[src/rtl/fust_m_issue_if.sv]
// fust_m_issue_if: signal bundle between the matrix FUST entry, the issue/completion
// controller, the matrix execution unit and the writeback port.
//   master modport: the environment (dispatch, operand tracking, matrix unit, writeback).
//   slave modport : the fust_m_issue controller.
// Parameter REG_W: matrix register index width.
interface fust_m_issue_if #(
  parameter int unsigned REG_W = 4
);
  logic             fust_valid;
  logic [REG_W-1:0] fust_rs1;
  logic [REG_W-1:0] fust_rs2;
  logic [REG_W-1:0] fust_rd;
  logic             fust_accept;
  logic             rs1_ready;
  logic             rs2_ready;
  logic             flush;
  logic             mu_req;
  logic             mu_gnt;
  logic [REG_W-1:0] mu_rs1;
  logic [REG_W-1:0] mu_rs2;
  logic [REG_W-1:0] mu_rd;
  logic             mu_done;
  logic             wb_valid;
  logic [REG_W-1:0] wb_rd;
  logic             wb_ack;
  logic             busy;
  logic             timeout_err;

  modport master (
    output fust_valid, fust_rs1, fust_rs2, fust_rd, rs1_ready, rs2_ready, flush,
           mu_gnt, mu_done, wb_ack,
    input  fust_accept, mu_req, mu_rs1, mu_rs2, mu_rd, wb_valid, wb_rd, busy, timeout_err
  );

  modport slave (
    input  fust_valid, fust_rs1, fust_rs2, fust_rd, rs1_ready, rs2_ready, flush,
           mu_gnt, mu_done, wb_ack,
    output fust_accept, mu_req, mu_rs1, mu_rs2, mu_rd, wb_valid, wb_rd, busy, timeout_err
  );
endinterface

[src/rtl/fust_m_issue.sv]
// fust_m_issue: issue and completion controller for the matrix functional unit.
// Latches a dispatched entry, waits for both operands, issues to the matrix unit with a
// req/gnt handshake, waits for mu_done, then requests writeback. busy mirrors occupancy.
// Ports:
//   CLK, nRST : clock (posedge) and asynchronous active-low reset.
//   fif       : fust_m_issue_if.slave (dispatch entry, operand readiness, flush, matrix-unit
//               handshake, writeback handshake, busy, timeout_err).
// Parameters: REG_W (index width), TIMEOUT (watchdog limit in EXEC cycles).
// Optional feature: define FUST_M_ISSUE_TIMEOUT_EN to enable the EXEC watchdog; otherwise
// timeout_err is tied to 0 and EXEC waits indefinitely.
module fust_m_issue #(
  parameter int unsigned REG_W   = 4,
  parameter int unsigned TIMEOUT = 255
) (
  input logic          CLK,
  input logic          nRST,
  fust_m_issue_if.slave fif
);

  typedef enum logic [2:0] {IDLE, WAIT_OPS, ISSUE, EXEC, WB} state_t;

  state_t           state, next_state;
  logic             squash, next_squash;
  logic [REG_W-1:0] lat_rs1, lat_rs2, lat_rd;
  logic             lat_en;
  logic             tmo_hit;

  // Flush wins over a coincident dispatch, so nothing is latched on a flush cycle.
  assign fif.fust_accept = (state == IDLE) ||
                           ((state == WB) && fif.wb_ack && !fif.flush);
  assign lat_en          = fif.fust_accept && fif.fust_valid && !fif.flush;

  assign fif.mu_req   = (state == ISSUE);
  assign fif.mu_rs1   = lat_rs1;
  assign fif.mu_rs2   = lat_rs2;
  assign fif.mu_rd    = lat_rd;
  assign fif.wb_valid = (state == WB);
  assign fif.wb_rd    = lat_rd;
  assign fif.busy     = (state != IDLE);

`ifdef FUST_M_ISSUE_TIMEOUT_EN
  localparam int unsigned CNT_W = ($clog2(TIMEOUT + 1) > 8) ? $clog2(TIMEOUT + 1) : 8;
  logic [CNT_W-1:0] exec_cnt;

  // Held at zero outside EXEC, so it reads 0 in the first EXEC cycle and N-1 in the Nth.
  always_ff @(posedge CLK or negedge nRST) begin
    if (!nRST)               exec_cnt <= '0;
    else if (state != EXEC)  exec_cnt <= '0;
    else                     exec_cnt <= exec_cnt + 1'b1;
  end

  assign tmo_hit         = (state == EXEC) && (exec_cnt == CNT_W'(TIMEOUT - 1));
  // A completion on the limit cycle takes priority over the watchdog.
  assign fif.timeout_err = tmo_hit && !fif.mu_done;
`else
  logic unused_timeout;
  assign unused_timeout  = ^TIMEOUT;
  assign tmo_hit         = 1'b0;
  assign fif.timeout_err = 1'b0;
`endif

  always_ff @(posedge CLK or negedge nRST) begin
    if (!nRST) begin
      state  <= IDLE;
      squash <= 1'b0;
    end else begin
      state  <= next_state;
      squash <= next_squash;
    end
  end

  always_ff @(posedge CLK or negedge nRST) begin
    if (!nRST) begin
      lat_rs1 <= '0;
      lat_rs2 <= '0;
      lat_rd  <= '0;
    end else if (lat_en) begin
      lat_rs1 <= fif.fust_rs1;
      lat_rs2 <= fif.fust_rs2;
      lat_rd  <= fif.fust_rd;
    end
  end

  always_comb begin
    next_state  = state;
    next_squash = squash;
    unique case (state)
      IDLE: begin
        next_squash = 1'b0;
        if (lat_en) next_state = WAIT_OPS;
      end
      WAIT_OPS: begin
        if (fif.flush)                              next_state = IDLE;
        else if (fif.rs1_ready && fif.rs2_ready)    next_state = ISSUE;
      end
      ISSUE: begin
        // A grant has happened even if flush coincides; the op must drain through EXEC.
        if (fif.mu_gnt) begin
          next_state  = EXEC;
          next_squash = fif.flush;
        end else if (fif.flush) begin
          next_state  = IDLE;
        end
      end
      EXEC: begin
        if (fif.mu_done) begin
          next_state  = (squash || fif.flush) ? IDLE : WB;
          next_squash = 1'b0;
        end else if (tmo_hit) begin
          next_state  = IDLE;
          next_squash = 1'b0;
        end else if (fif.flush) begin
          next_squash = 1'b1;
        end
      end
      WB: begin
        if (fif.flush)        next_state = IDLE;
        else if (fif.wb_ack)  next_state = lat_en ? WAIT_OPS : IDLE;
      end
      default: begin
        next_state  = IDLE;
        next_squash = 1'b0;
      end
    endcase
  end

endmodule

[src/flat_wrapper.sv]
// flat-port wrapper written by rule: the top's interface ports become plain ports
module fust_m_issue_flat 
#(
  parameter int unsigned REG_W   = 4,
  parameter int unsigned TIMEOUT = 255
)
  (CLK, nRST, fif_fust_valid, fif_fust_rs1, fif_fust_rs2, fif_fust_rd, fif_rs1_ready, fif_rs2_ready, fif_flush, fif_mu_gnt, fif_mu_done, fif_wb_ack, fif_fust_accept, fif_mu_req, fif_mu_rs1, fif_mu_rs2, fif_mu_rd, fif_wb_valid, fif_wb_rd, fif_busy, fif_timeout_err);
  fust_m_issue_if #(.REG_W(REG_W)) fif_i ();
  input logic CLK;
  input logic nRST;
  input wire logic [$bits(fif_i.fust_valid)-1:0] fif_fust_valid;
  input wire logic [$bits(fif_i.fust_rs1)-1:0] fif_fust_rs1;
  input wire logic [$bits(fif_i.fust_rs2)-1:0] fif_fust_rs2;
  input wire logic [$bits(fif_i.fust_rd)-1:0] fif_fust_rd;
  input wire logic [$bits(fif_i.rs1_ready)-1:0] fif_rs1_ready;
  input wire logic [$bits(fif_i.rs2_ready)-1:0] fif_rs2_ready;
  input wire logic [$bits(fif_i.flush)-1:0] fif_flush;
  input wire logic [$bits(fif_i.mu_gnt)-1:0] fif_mu_gnt;
  input wire logic [$bits(fif_i.mu_done)-1:0] fif_mu_done;
  input wire logic [$bits(fif_i.wb_ack)-1:0] fif_wb_ack;
  output wire logic [$bits(fif_i.fust_accept)-1:0] fif_fust_accept;
  output wire logic [$bits(fif_i.mu_req)-1:0] fif_mu_req;
  output wire logic [$bits(fif_i.mu_rs1)-1:0] fif_mu_rs1;
  output wire logic [$bits(fif_i.mu_rs2)-1:0] fif_mu_rs2;
  output wire logic [$bits(fif_i.mu_rd)-1:0] fif_mu_rd;
  output wire logic [$bits(fif_i.wb_valid)-1:0] fif_wb_valid;
  output wire logic [$bits(fif_i.wb_rd)-1:0] fif_wb_rd;
  output wire logic [$bits(fif_i.busy)-1:0] fif_busy;
  output wire logic [$bits(fif_i.timeout_err)-1:0] fif_timeout_err;
  assign fif_i.fust_valid = fif_fust_valid;
  assign fif_i.fust_rs1 = fif_fust_rs1;
  assign fif_i.fust_rs2 = fif_fust_rs2;
  assign fif_i.fust_rd = fif_fust_rd;
  assign fif_i.rs1_ready = fif_rs1_ready;
  assign fif_i.rs2_ready = fif_rs2_ready;
  assign fif_i.flush = fif_flush;
  assign fif_i.mu_gnt = fif_mu_gnt;
  assign fif_i.mu_done = fif_mu_done;
  assign fif_i.wb_ack = fif_wb_ack;
  assign fif_fust_accept = fif_i.fust_accept;
  assign fif_mu_req = fif_i.mu_req;
  assign fif_mu_rs1 = fif_i.mu_rs1;
  assign fif_mu_rs2 = fif_i.mu_rs2;
  assign fif_mu_rd = fif_i.mu_rd;
  assign fif_wb_valid = fif_i.wb_valid;
  assign fif_wb_rd = fif_i.wb_rd;
  assign fif_busy = fif_i.busy;
  assign fif_timeout_err = fif_i.timeout_err;
  fust_m_issue #(.REG_W(REG_W), .TIMEOUT(TIMEOUT)) u_core (.CLK(CLK), .nRST(nRST), .fif(fif_i));
endmodule
[config.mk]
export PLATFORM = sky130hd
export DESIGN_NAME = fust_m_issue_flat
export DESIGN_NICKNAME = d
export VERILOG_FILES = /design/src/rtl/fust_m_issue_if.sv /design/src/rtl/fust_m_issue.sv /design/src/flat_wrapper.sv
export SDC_FILE = /design/constraint.sdc
export NUM_CORES = 1
export LEC_CHECK = 0
export ABC_AREA = 0
export ABC_CLOCK_PERIOD_IN_PS = 2710
export CAP_MARGIN = 20
export CORE_MARGIN = 3
export CORE_UTILIZATION = 40
export CTS_CLUSTER_DIAMETER = 40
export DETAILED_ROUTE_END_ITERATION = 8
export PLACE_DENSITY = 0.78
export SLEW_MARGIN = 20
export SYNTH_ARGS = -nofsm -noshare
export SYNTH_HDL_FRONTEND = slang
export SYNTH_SLANG_ARGS = --single-unit
[constraint.sdc]
create_clock -name CLK -period 2.71 [get_ports CLK]
set_input_delay 0.813 -clock CLK [delete_from_list [all_inputs] [get_ports CLK]]
set_output_delay 0.813 -clock CLK [all_outputs]
set_load 0.01 [all_outputs]
==> results of run 1 <==
how the worst max path moves through the flow:
stage	end	slack, ns	depth (start not counted)
6_report	fif_fust_accept	0.13	4
5_1_grt	fif_fust_accept	0.04	4
2_1_floorplan	fif_fust_accept	0.67	2
3_5_place_dp	fif_fust_accept	-0.29	4
3_3_place_gp	fif_fust_accept	-0.25	4
4_1_cts	fif_fust_accept	0.01	4
cells by family after synthesis:
group | after synthesis
buf+inv | 11
simple gates | 18
compound gates | 11
mux | 12
flops | 16
other cells | 1
cell type report:
| cell class | instances | area share (%) |
|---|---|---|
| timing repair buffer | 42 | 33.2 |
| sequential | 16 | 32.4 |
| multi-input combinational | 42 | 29.3 |
| tap | 27 | 2.73 |
| clock buffer | 3 | 1.82 |
| inverter | 2 | 0.607 |
sequential cells by signal, summed over array words and instances (netlist names):
register	flops
u_core.fif.mu_rd	4
u_core.fif.mu_rs1	4
u_core.fif.mu_rs2	4
u_core.state	3
u_core.squash	1
repair_timing:
| item | in CTS | in global routing |
|---|---|---|
| resized for setup | 2 | 2 |
| hold endpoints to repair | 0 | 0 |
| setup endpoints to repair | 1 | 1 |
| setup buffers | 0 | 0 |
worst max-delay path, cell delays in order:
cell,delay (ns)
clkdlybuf4s50_1,0.45
nand2b_1,0.15
a21boi_0,0.18
clkbuf_2,0.17
per-layer routing:
layer | GRT usage [%] | vias up | share of wire, %
li1 | - | 309 | -
met5 | 0 | - | 0
met1 | 15.8 | 316 | 44
met2 | 21.5 | 29 | 48
met4 | 6.99 | 0 | 1.0
met3 | 2.29 | 2 | 7.4
per-stage QoR:
| step | area, um^2 | cells | hold slack (ns) |
|---|---|---|---|
| floorplan | 847 | 69 | 0.478 |
| global placement | 1220 | 129 | 0.493 |
| detailed placement | 1220 | 129 | 0.496 |
| CTS | 1240 | 132 | 0.519 |
| global route | 1240 | 132 | 0.536 |
| finish | 1240 | 132 | 0.515 |
power by group through the flow:
stage | logic (mW) | registers, mW | clock network (mW)
final | 0.644 | 0.442 | 0.117
after global routing | 0.688 | 0.458 | 0.131
after CTS | 0.656 | 0.441 | 0.121
after detailed placement | 0.656 | 0.448 | 0
after global placement | 0.648 | 0.440 | 0
after floorplan | 0.342 | 0.459 | 0
cells in the mapped netlist, drive strengths merged:
| cell | count | share of area (%) |
|---|---|---|
| buf | 7 | 8.1 |
| or4 | 2 | 2.2 |
| dfrtp | 16 | 47 |
| inv | 2 | 0.89 |
| o21ai | 2 | 1.2 |
| a21oi | 2 | 1.2 |
| nand3 | 2 | 1.2 |
| a31o | 1 | 1.0 |
| clkbuf | 2 | 0.89 |
| a21boi | 1 | 0.89 |
| mux2 | 12 | 20 |
| o311ai | 1 | 1.0 |
| nand2b | 3 | 2.2 |
| o2111ai | 1 | 1.0 |
| nor2 | 3 | 1.3 |
| nand2 | 4 | 1.8 |
| nor3b | 1 | 0.89 |
| a2111o | 1 | 1.3 |
| nor4 | 1 | 0.74 |
| nor2b | 2 | 2.4 |
| conb | 1 | 0.44 |
| a221oi | 1 | 1.0 |
| a211o | 1 | 1.0 |
placed cells by master, fill, tap and decap left out:
master and instances:
a2111o_1 1, nor3b_1 1, dfrtp_1 16, nor2b_1 1, nor4_1 1, nand2b_1 3, nor2_1 3, nor2b_4 1
mux2_1 3, conb_1 1, a21oi_1 2, a21boi_0 1, o21ai_0 2, a31o_1 1, nand2_1 4, clkbuf_4 3
mux2_4 9, o2111ai_1 1, a211o_1 1, o311ai_1 1, clkdlybuf4s50_1 39, buf_4 2, inv_1 2, clkbuf_2 1
or4_1 1, or4_4 1, nand3_1 2, a221oi_1 1
==> results_dict.tcl, run 1 <==
set metrics [dict create \
    status "finished clean" \
    seq_area_um2 400 \
    period_share_pct 95.3 \
    grt_pass1_vias 608 \
    cts_buffer_depth 2 \
    clk_pin_slew_ns 0.08 \
    drtIter0Drc 21 \
    total_power_mw 1.20 \
    hold_depth 1 \
    gp_congestion 0.860 \
    reg2reg_to "u_core.fif.mu_rd[1]$_DFFE_PN0P_" \
    powerDensity_mw_per_mm2 971 \
    io_pins 42 \
    clkPwrFrac_pct 9.7 \
    critical_path_required_ns 1.90 \
    finalHoldViolCount 0 \
    yosys.area_share.xor_xnor_pct 0 \
    antenna_found_initial 0 \
    max-vdd-ir-drop_uv 561 \
    finalSetupViolations 0 \
    worst_ep_arrival_time_ns 1.77 \
    ys_seq_elements 16 \
    fp.dieW_um 52.0 \
    dieArea_mm2 0.00271 \
    skew_ns 0.00191 \
    internal-power_mw 0.819 \
    setup_ws_ns 0.128 \
    slew_headroom_pct 52.7 \
    crit_fanout 3 \
    drv_slew 0 \
    drt-total-wl_um 1670 \
    final_core_util_pct 62.4 \
    p_seq_share_pct 36.7 \
    wl_per_cell_um 12.6 \
    syn_area_um2 847 \
    synth_compound_area_share_pct 9.75 \
    core-area_mm2 0.00198 \
    critPathLaunchType "primary input" \
    syn_area_per_cell_um2 12.3 \
    port-buffer-count 40 \
    cts-root-buf "clkbuf_4" \
    cts_sinks 16 \
    ys_types 28 \
    synth_top_family_by_area "multiplexers" \
    grt_pass1_wl_um 2570 \
    dpl_worst_slack_ns -0.292 \
    crit_type "in2out" \
    vias 656 \
    cp-end-kind "output pin" \
    holdCritStartpoint "u_core.fif.mu_rs1[3]$_DFFE_PN0P_" \
    hold_class "reg2reg" \
    reg2reg_depth 3 \
    fmax_ghz 0.387 \
    comb_power_share_pct 53.6 \
    critPathLaunch "fif_flush" \
    synth-seq-area-share_pct 47.3 \
    synth_fa_ha_area_share_pct 0 \
    layout.nets 128 \
    muxShareOfSynthArea_pct 19.9 \
    place_hpwl_um 1300 \
    worst_hold_path.endpoint "u_core.fif.mu_rs1[3]$_DFFE_PN0P_" \
    fin_setup_tns_ns 0 \
    overflow 0 \
    p_sw_share_pct 31.9 \
    min_period_ns 2.58 \
    postCtsHoldBufs 0 \
    via_per_inst 4.97 \
    yosysWarnings 0 \
    initial_utilization_pct 42.7 \
    drv_cap 0 \
    synthSimpleGateAreaFrac_pct 12.7 \
    multi_input_area_um2 363 \
    synthToLayoutAreaGrowth_pct 46.1 \
    leakage_nw 0.535 \
    cts_made_buffers 3 \
    drt_first_pass_iters 4 \
    drtAntennaViolNets 0 \
    p_switching_mw 0.383 \
    r2r_slack_ns 0.97 \
    drive_above_1_share_pct 16.2 \
    grt_use_total_pct 13.0 \
    tightest_slew_ns 0.707 \
    fp.dieH_um 52.0 \
    clk-insertion-delay-late_ns 0.27 \
    synth_nets 90 \
    diodes 0 \
    cts_tree "built" \
    r2r_start "u_core.state[2]$_DFFE_PN0P_" \
    fp-row-count 16 \
    drc_errors 0 \
    final.fill_count 153 \
    rsz0062_at_grt "no" \
    netlist_instances 69 \
    grt_start_max_net_pins 17 \
    cts_max_level 1 \
]
(Power assumes the default switching activity.)
==> run 2: changes to the inputs <==
- DONT_BUFFER_PORTS: default -> 1
- GPL_TIMING_DRIVEN: default -> 0
- PLACE_DENSITY: 0.78 -> 0.52
==> results_dict.tcl, run 2 (synthesis gave the netlist of run 1 again) <==
set metrics [dict create \
    worstPathCellList "clkbuf_1 -> nor2_1 -> a21boi_0" \
    cp-end-kind "output pin" \
    critical_path_required_ns 1.90 \
    clk-insertion-delay-late_ns 0.29 \
    final_cell_mix "dfrtp_1, mux2_4, buf_4, nand2_1" \
    crit_family "flip-flops" \
    p_seq_share_pct 47.2 \
    critPathLaunchType "flop" \
    fp.dieW_um 52.0 \
    drt_first_pass_iters 2 \
    min_period_ns 2.35 \
    drive_above_1_share_pct 30.1 \
    antenna_found_initial 0 \
    grt_use_total_pct 12.3 \
    synthToLayoutAreaGrowth_pct 8.27 \
    cts_buffer_depth 2 \
    status "finished clean" \
    grt_pass1_wl_um 2380 \
    worst_ep_arrival_time_ns 1.54 \
    cts_tree "built" \
    place_area_um2 881 \
    clk_pin_slew_ns 0.10 \
    period_share_pct 86.7 \
    fp.dieH_um 52.0 \
    drc_errors 0 \
    postCtsHoldBufs 0 \
    seq_area_um2 400 \
    io_pins 42 \
    core-area_mm2 0.00198 \
    layout.nets 95 \
    comb_power_share_pct 37.0 \
    hold_class "in2async" \
    fmax_ghz 0.426 \
    slowest_delay_ns 0.41 \
    crit_buf_inv 1 \
    p_switching_mw 0.362 \
    clkPwrFrac_pct 15.8 \
    internal-power_mw 0.651 \
    cts.repair.resized 0 \
    cts_made_buffers 3 \
    powerDensity_mw_per_mm2 1100 \
    overflow 0 \
    drtIter0Drc 7 \
    drv_slew 0 \
    p_sw_share_pct 35.8 \
    grt_pass1_vias 521 \
    fp-row-count 16 \
    crit_type "reg2out" \
    cts_max_level 1 \
    port-buffer-count 0 \
    post_cts_buffers 0 \
    skew_ns 0.00572 \
    dieArea_mm2 0.00271 \
    diodes 0 \
    finalSetupViolations 0 \
    drtAntennaViolNets 0 \
    cts_sinks 16 \
    cts-root-buf "clkbuf_4" \
    vias 519 \
    drv_cap 0 \
    leakage_nw 0.421 \
    via_per_inst 5.19 \
    crit_fanout 10 \
    finalHoldViolCount 0 \
    gp_congestion 0.733 \
    wl_per_cell_um 15.8 \
    slowest_stage "dfrtp_1" \
    rsz0062_at_grt "no" \
    drt-total-wl_um 1580 \
    layout_commonest_cell "dfrtp_1" \
    initial_utilization_pct 42.7 \
    fin_hold_ws_ns 0.203 \
    multi_input_area_um2 363 \
    final_core_util_pct 46.3 \
    fin_setup_tns_ns 0 \
    grt_start_max_net_pins 17 \
    final.fill_count 177 \
    design_area_um2 917 \
    max-vdd-ir-drop_uv 473 \
]
## run 2: cell count changes in the layout (fill, tap and decap cells not counted), sizes merged
cell,change
buf,+5
clkbuf,+2
clkdlybuf4s50,-39
## run 2: layout make-up
class                      instances  area share, %
buffer                             9           8.32
inverter                           2          0.819
multi-input combinational         42           39.6
clock buffer                       4           3.96
tap                               27           3.68
sequential                        16           43.7
## run 2: final timing paths
check	cells past startpoint	start	slack, ns	endpoint
max	3	u_core.state[0]$_DFFE_PN0P_	0.36	fif_fust_accept
min	0	nRST	0.20	u_core.fif.mu_rd[3]$_DFFE_PN0P_
max in group asynchronous	0	nRST	2.43	u_core.squash$_DFFE_PN0P_
min in group CLK	2	u_core.squash$_DFFE_PN0P_	0.55	u_core.squash$_DFFE_PN0P_
max reg2reg	5	u_core.state[2]$_DFFE_PN0P_	0.91	u_core.fif.mu_rs1[0]$_DFFE_PN0P_
min reg2reg	2	u_core.squash$_DFFE_PN0P_	0.55	u_core.squash$_DFFE_PN0P_
## run 2: through the flow
step / setup slack (ns) / std cells / total power, mW
after floorplan: 0.665 / 69 / 0.802
after global placement: 0.630 / 96 / 0.855
after detailed placement: 0.624 / 96 / 0.864
after CTS: 0.333 / 100 / 1.03
after global routing: 0.260 / 100 / 1.08
final: 0.360 / 100 / 1.01
## run 2: power groups by stage
stage	clock network, mW	logic [mW]	registers (mW)
3_5_place_dp	0	0.379	0.486
2_1_floorplan	0	0.342	0.459
6_report	0.160	0.374	0.478
5_1_grt	0.177	0.410	0.494
3_3_place_gp	0	0.373	0.483
4_1_cts	0.169	0.380	0.482
## run 2: routing by layer
metal | GRT usage [%] | routed length, um | vias up
met1 | 15.7 | 678 | 252
met2 | 18.2 | 763 | 20
met3 | 3.44 | 124 | 2
met5 | 0 | 0 | -
li1 | - | - | 245
met4 | 7.86 | 12 | 0
## run 2: worst register-to-register path, stage by stage (launching register included)
cell     delay (ns)
dfrtp_1        0.48
nor2b_4        0.17
or4_4          0.47
buf_6          0.15
buf_12         0.14
mux2_4         0.29
